File: src/rtl/serial_to_parallel.sv
// -----------------------------------------------------------------------------
// serial_to_parallel
//
// Receive side of the audio serial link. The block samples audio_sck,
// audio_lrck and audio_sdout on the system clock and turns each 32-bit frame
// into one stereo sample pair. A frame is 16 left bits followed by 16 right
// bits, MSB first. A frame starts on the falling edge of lrck, and data is
// sampled on the rising edge of sck.
//
// Ports
//   clk              system clock; must run at least 4x audio_sck
//   rst_n            asynchronous active-low reset
//   audio_sck        serial bit clock; data is sampled on its rising edge
//   audio_lrck       frame clock; its falling edge starts a frame
//   audio_sdout      serial data, MSB first, left word then right word
//   audio_out_left   last complete left sample
//   audio_out_right  last complete right sample
//   sample_valid     one-clk pulse when audio_out_left/right update
//   frame_err        one-clk pulse when a frame ends with a bit count other
//                    than FRAME_BITS
// -----------------------------------------------------------------------------
module serial_to_parallel #(
  parameter int SYNC_STAGES = 2,   // legal range 2..4
  parameter int FRAME_BITS  = 32   // fixed at 32
) (
  input  logic        clk,
  input  logic        rst_n,
  input  logic        audio_sck,
  input  logic        audio_lrck,
  input  logic        audio_sdout,
  output logic [15:0] audio_out_left,
  output logic [15:0] audio_out_right,
  output logic        sample_valid,
  output logic        frame_err
);

  localparam int          HALF     = FRAME_BITS / 2;
  localparam logic [5:0]  CNT_FULL = 6'(FRAME_BITS);
  // The counter stops one past a full frame, so an over-length frame can be
  // told apart from an exact one without wrapping.
  localparam logic [5:0]  CNT_SAT  = 6'(FRAME_BITS + 1);

  typedef enum logic {
    SYNC_WAIT,
    RECV
  } state_t;

  state_t                  state;
  logic [SYNC_STAGES-1:0]  sck_sync, lrck_sync, sd_sync;
  logic                    sck_d, lrck_d;
  logic                    sck_rise_q, lrck_fall_q, sd_q;
  logic [FRAME_BITS-1:0]   shift_reg;
  logic [5:0]              bit_cnt;

  logic sck_s, lrck_s, sd_s;
  assign sck_s  = sck_sync[SYNC_STAGES-1];
  assign lrck_s = lrck_sync[SYNC_STAGES-1];
  assign sd_s   = sd_sync[SYNC_STAGES-1];

  // Synchroniser chains, edge-detect delay flops and a registered strobe
  // stage. sd goes through the same depth as sck, so the bit captured on a
  // strobe is the level that was on the pin when sck rose.
  always_ff @(posedge clk or negedge rst_n) begin
    if (!rst_n) begin
      sck_sync    <= '0;
      lrck_sync   <= '0;
      sd_sync     <= '0;
      sck_d       <= 1'b0;
      lrck_d      <= 1'b0;
      sck_rise_q  <= 1'b0;
      lrck_fall_q <= 1'b0;
      sd_q        <= 1'b0;
    end else begin
      // NOTE: non-blocking assignments make every flop here sample the value
      // from before this edge. Blocking assignments would let a pin change
      // run through the whole chain in a single clock.
      sck_sync    <= {sck_sync[SYNC_STAGES-2:0],  audio_sck};
      lrck_sync   <= {lrck_sync[SYNC_STAGES-2:0], audio_lrck};
      sd_sync     <= {sd_sync[SYNC_STAGES-2:0],   audio_sdout};
      sck_d       <= sck_s;
      lrck_d      <= lrck_s;
      sck_rise_q  <= sck_s & ~sck_d;
      lrck_fall_q <= ~lrck_s & lrck_d;
      sd_q        <= sd_s;
    end
  end

  // Frame state machine. A frame boundary is always handled before a bit
  // strobe that arrives in the same clock. The boundary closes the old frame,
  // and the bit then opens the new one.
  always_ff @(posedge clk or negedge rst_n) begin
    if (!rst_n) begin
      state           <= SYNC_WAIT;
      shift_reg       <= '0;
      bit_cnt         <= '0;
      audio_out_left  <= '0;
      audio_out_right <= '0;
      sample_valid    <= 1'b0;
      frame_err       <= 1'b0;
    end else begin
      // NOTE: the pulses default low at the top of the block. Each branch
      // below only raises the pulse it needs, so the pulses can never stay
      // high for a second clock.
      sample_valid <= 1'b0;
      frame_err    <= 1'b0;

      case (state)
        SYNC_WAIT: begin
          // Frame alignment is unknown until the first lrck fall. Any bits
          // that arrive before it are ignored.
          if (lrck_fall_q) begin
            bit_cnt   <= '0;
            shift_reg <= '0;
            state     <= RECV;
          end
        end

        RECV: begin
          if (lrck_fall_q) begin
            if (bit_cnt == CNT_FULL) begin
              audio_out_left  <= shift_reg[FRAME_BITS-1:HALF];
              audio_out_right <= shift_reg[HALF-1:0];
              sample_valid    <= 1'b1;
            end else begin
              frame_err <= 1'b1;
            end
            if (sck_rise_q) begin
              bit_cnt   <= 6'd1;
              shift_reg <= {{(FRAME_BITS-1){1'b0}}, sd_q};
            end else begin
              bit_cnt   <= '0;
              shift_reg <= '0;
            end
          end else if (sck_rise_q) begin
            shift_reg <= {shift_reg[FRAME_BITS-2:0], sd_q};
            if (bit_cnt != CNT_SAT) begin
              bit_cnt <= bit_cnt + 6'd1;
            end
          end
        end

        default: state <= SYNC_WAIT;
      endcase
    end
  end

endmodule
File: config.mk
export PLATFORM = sky130hd
export DESIGN_NAME = serial_to_parallel
export DESIGN_NICKNAME = d
export VERILOG_FILES = /design/src/rtl/serial_to_parallel.sv
export SDC_FILE = /design/constraint.sdc
export NUM_CORES = 1
export LEC_CHECK = 0
export CORE_UTILIZATION = 42
export CTS_BUF_LIST = sky130_fd_sc_hd__clkbuf_16
export DETAILED_ROUTE_END_ITERATION = 6
export GPL_ROUTABILITY_DRIVEN = 0
export PLACE_DENSITY = 0.69
export SKIP_CTS_REPAIR_TIMING = 1
export SLEW_MARGIN = 40
export SYNTH_ARGS = -nofsm -noshare
export SYNTH_HDL_FRONTEND = slang
export SYNTH_SLANG_ARGS = --single-unit
File: constraint.sdc
create_clock -name clk -period 1.67 [get_ports clk]
set_clock_uncertainty 0.1 [all_clocks]
set_input_delay 0.334 -clock clk [delete_from_list [all_inputs] [get_ports clk]]
set_output_delay 0.334 -clock clk [all_outputs]
set_load 0.02 [all_outputs]
# ---- Word level (Yosys, flattened, before mapping)
# Cells that the tools add are included.
dict set report totals {
  n_memories 0
  ramBits 0
  ff_bits 84
  out_inout_bits 34
  in_bits 5
  romBits 0
  latch_bits 0
}
dict set report op_classes {
  reduce_logical 3
  magnitude_cmp 0
  addsub 1
  mul 0
  n_shift 0
  n_mux 19
  bitwise 5
  div 0
  n_eq_ne 5
}
# op count
set ops {}
lappend ops {{$mux W32} 3}
lappend ops {{$pmux W32 S2} 1}
lappend ops {{$mux W6} 4}
lappend ops {{$pmux W6 S2} 1}
lappend ops {{$mux W1} 10}
lappend ops {{$add A6 B1 Y6 const B} 1}
lappend ops {{$eq A6 B6 Y1 const B} 1}
lappend ops {{$ne A3 B1 Y1 const B} 2}
lappend ops {{$ne A6 B6 Y1 const B} 1}
lappend ops {{$reduce_and A3 Y1} 2}
lappend ops {{$not A1 Y1} 3}
lappend ops {{$and A1 B1 Y1} 2}
lappend ops {{$ne A2 B2 Y1 const B} 1}
lappend ops {{$reduce_and A2 Y1} 1}

# ---- Depth between registers and ports, before layout
dict set report logic_depth {
  ltp_word 5
  mapped_depth 6
  ltp_nobuf 5
}

# ---- Worst setup path after synthesis
# Ideal clock, no wire load.
dict set report synth_path {
  path_type {reg2reg}
  start {register bit_cnt[3]}
  end {register audio_out_left[0]}
  setup_slack_ps -172
  path_stages_with_launch 6
  required_ps 1445
  t_arrival_ps 1617
  setup_ps 125
  synth_period_minus_slack_ps 1842
  n_path_buf 2
  path_cell_list {dfrtp_1 -> nor4b_4 -> and4_1 -> buf_6 -> buf_12 -> mux2_4}
}
dict set report synth_between {
  elab_chain_cells 2
}
# item line
set synth_lines {}
lappend synth_lines {{from (decl)} 53} ;# logic [5:0] bit_cnt;
lappend synth_lines {{from (signal assigned)} 137} ;# bit_cnt <= bit_cnt + 6'd1;
lappend synth_lines {{$eq A6 B6 Y1} 120} ;# if (bit_cnt == CNT_FULL) begin
lappend synth_lines {{$reduce_and A3 Y1 (no source line)} -}
lappend synth_lines {{to (signal assigned)} 121} ;# audio_out_left <= shift_reg[FRAME_BITS-1:HALF];
lappend synth_lines {{to (decl)} 31} ;# output logic [15:0] audio_out_left,
# Every way passes these cells.
# A chain may end at the register's enable or synchronous reset.

# ---- Final worst setup path
dict set report layout_path {
  start {register bit_cnt[3]}
  end {register audio_out_right[5]}
}
dict set report layout_between {
  elab_chain_cells 2
}
# item line
set layout_lines {}
lappend layout_lines {{$eq A6 B6 Y1} 120}
lappend layout_lines {{$reduce_and A3 Y1 (no source line)} -}
lappend layout_lines {{to (signal assigned)} 122} ;# audio_out_right <= shift_reg[HALF-1:0];
lappend layout_lines {{to (decl)} 32} ;# output logic [15:0] audio_out_right,
# Every way passes these cells.

==> key figures <==
Floorplan
  – Cell Rows: 32
  – Die width: 91.57 microns
  – IO Pins: 39
  – Full die area: 0.008385 sq mm
  – Starting Density: 0.4360
  – Die span in y: 91.57 microns
  – Placeable Area: 0.007727 sq mm

Timing
  – Final worst setup slack: -101.1 ps
  – Tmin final: 1771 ps
  – Final Slew Violations: 0
  – Endpoints failing setup: 32
  – Tightest Pin Transition: 317.1 ps
  – Final Hold Slack: 246.7 ps
  – RSZ-0062 raised after global routing: true
  – Slew headroom: 0.7886
  – Fin crit share: 1.061
  – Final Hold Vio Count: 0
  – Max frequency: 564.6 MHz

Clocking
  – CTS Sinks: 84
  – Clock Tree Buf Depth: 2
  – # H-tree levels: 3
  – Clock transition at path regs: 50 ps
  – Worst-Skew Late Latency: 330 ps
  – CTS Root Buffer Type: clkbuf_16
  – CTS tree: built
  – CTS Buf Count: 9

Placement
  – Placed Cells: 412
  – I/O Buffers: 38
  – HPWL after DPL: 3881 microns

Synth
  – Dominant cells by area after synthesis: dfrtp_1, mux2_4, nand2_1, a21oi_1, buf_12
  – Synth Net Count: 276
  – Synth warnings: 0
  – Biggest area consumer among synthesized cells: dfrtp_1
  – Syn Inst Count: 268
  – Synth top area share: 0.6238
  – Post-synth cell types: 27
  – Seq cells post-synth: 84
  – Mean Syn Cell Area: 12.57 sq um
  – Seq/Total Area, Yosys: 0.6238
  – Synth Cell Area: 0.003369 sq mm

Worst setup path
  – Crit path buf inv count: 1
  – WP data required: 1780 ps
  – RR Startpoint: bit_cnt[3]
  – CP arrival: 1880 ps
  – Kind of critical path: flop to flop
  – CP startpoint: bit_cnt[3]
  – Max FO, Critical Path: 6
  – Reg2reg end: audio_out_right[5]
  – Largest stage delay on the critical path: 410 ps
  – Setup crit end: audio_out_right[5]
  – Reg2Reg Setup Slack: -100 ps
  – CP startpoint kind: flop
  – CP max stage cell: dfrtp_1
  – R2R depth: 4
  – CP cell instances: nor4b_4 > and4_4 > buf_6 > mux2_4
  – CP Capture Type: flop
  – CP delay by family, top: simple AND/OR/NAND/NOR gates
  – CP Depth: 4

Global routing
  – Grt total ovfl: 0
  – First-pass GRT wire length: 9639 microns
  – Total Routing Usage GR: 0.1497
  – Largest net degree at the start of global routing: 45
  – Vias in the first global route: 2,027
  – Initial antenna violation count: 0

Layout
  – N_diodes: 0
  – Max reg flops: 32
  – Layout area overhead: 30.67%
  – Leading cell type in the layout, fill and taps excluded: dfrtp_1
  – Layout cells sized above 1: 0.2263
  – Non-Filler Instances: 429
  – Layout fillers: 627
  – Commonest cells after routing, fill and taps aside: dfrtp_1, nand2_1, a21oi_1, dlymetal6s2s_1, mux2_4
  – Layout Nets: 331

Route
  – Via/cell ratio: 4.865
  – Number of routed nets with antenna violations: 0
  – # DRC: 0
  – Wirelength, routed: 5966 microns
  – DR iter-0 viols: 142
  – Wire per inst: 13.91 microns
  – 1st-pass router iterations: 4
  – DR vias: 2,087

Min path
  – Min-delay worst type: flop to flop
  – Hold path start: sck_sync[0]

Status
  – Failing checks: setup timing
  – Status: finished with violations

Power and ir drop
  – Leakage: 2.567 nW
  – Pwr dens: 982.5 mW/mm^2
  – Pwr Total: 0.004326 W
  – Peak VDD IR: 0.7928 mV

Flow run
  – Max Cap Violations: 0
## cell usage after synthesis
library cell,count
dfrtp_1,84
nand2_1,68
a21oi_1,34
mux2_4,29
clkbuf_1,12
mux2_2,5
inv_1,4
nand3_1,4
nor2b_1,4
buf_12,3
ha_1,3
nand4_1,2
nor2_1,2
a2111o_1,1
a211o_2,1
a211oi_1,1
a221oi_1,1
a31o_2,1
and2_1,1
and4_1,1
buf_6,1
nor3_1,1
nor4b_4,1
o21ai_0,1
o311ai_0,1
or2_2,1
or3_1,1
## report_power, final
part           switching [W]  total (W)  internal [W]
Combinational       0.000138   0.000218     0.0000804
Sequential         0.0000201    0.00209       0.00207
Clock               0.000730    0.00202       0.00129
## layout make-up
type / instances / area [sq um] / area share
inverter: 4 / 15.01 / 0.003410
sequential: 84 / 2102 / 0.4774
tap: 102 / 127.6 / 0.02899
clock buffer: 9 / 225.2 / 0.05115
timing repair buffer: 60 / 701.9 / 0.1594
multi-input combinational: 164 / 1150 / 0.2612
clock inverter: 6 / 81.33 / 0.01847
## worst min-delay path by stage
stage	to	slack, ps	cells after the start
final	sck_sync[1]	250	0
after global routing	sck_sync[1]	260	0
after CTS	shift_reg[7]	-190	1
after detailed placement	shift_reg[7]	150	1
after global placement	shift_reg[7]	150	1
after floorplan	audio_out_left[0]	-60	0
## kinds of logic (layout without fill, tap and decap cells)
logic type | count (synthesis) | count (layout) | synth area share
buffers and inverters | 20 | 79 | 0.03899
DFF | 84 | 84 | 0.6238
muxes | 34 | 34 | 0.1459
adders and majority gates | 3 | 3 | 0.01114
AOI/OAI and AO/OA | 41 | 41 | 0.06833
and+or+nand+nor | 86 | 86 | 0.1118
## layer usage
| layer | share of wire | global-route usage |
|---|---|---|
| met1 | 0.47 | 0.1955 |
| met2 | 0.49 | 0.2381 |
| met3 | 0.033 | 0.03853 |
| met4 | 0.0085 | 0.05952 |
| met5 | 0 | 0 |
## through the flow
stage                     TNS (ps)  utilization  setup slack (ps)  instance area [sq um]
after CTS                    -6128       0.5521            -178.4                   4267
final                        -2773       0.5698            -101.1                   4403
after global routing         -4335       0.5698            -152.0                   4403
after floorplan              -5010            -            -167.4                   3369
after global placement       -2346       0.5125            -108.1                   3960
after detailed placement     -4004       0.5125            -174.4                   3960
Note: power is estimated with default switching activity, not from simulation.
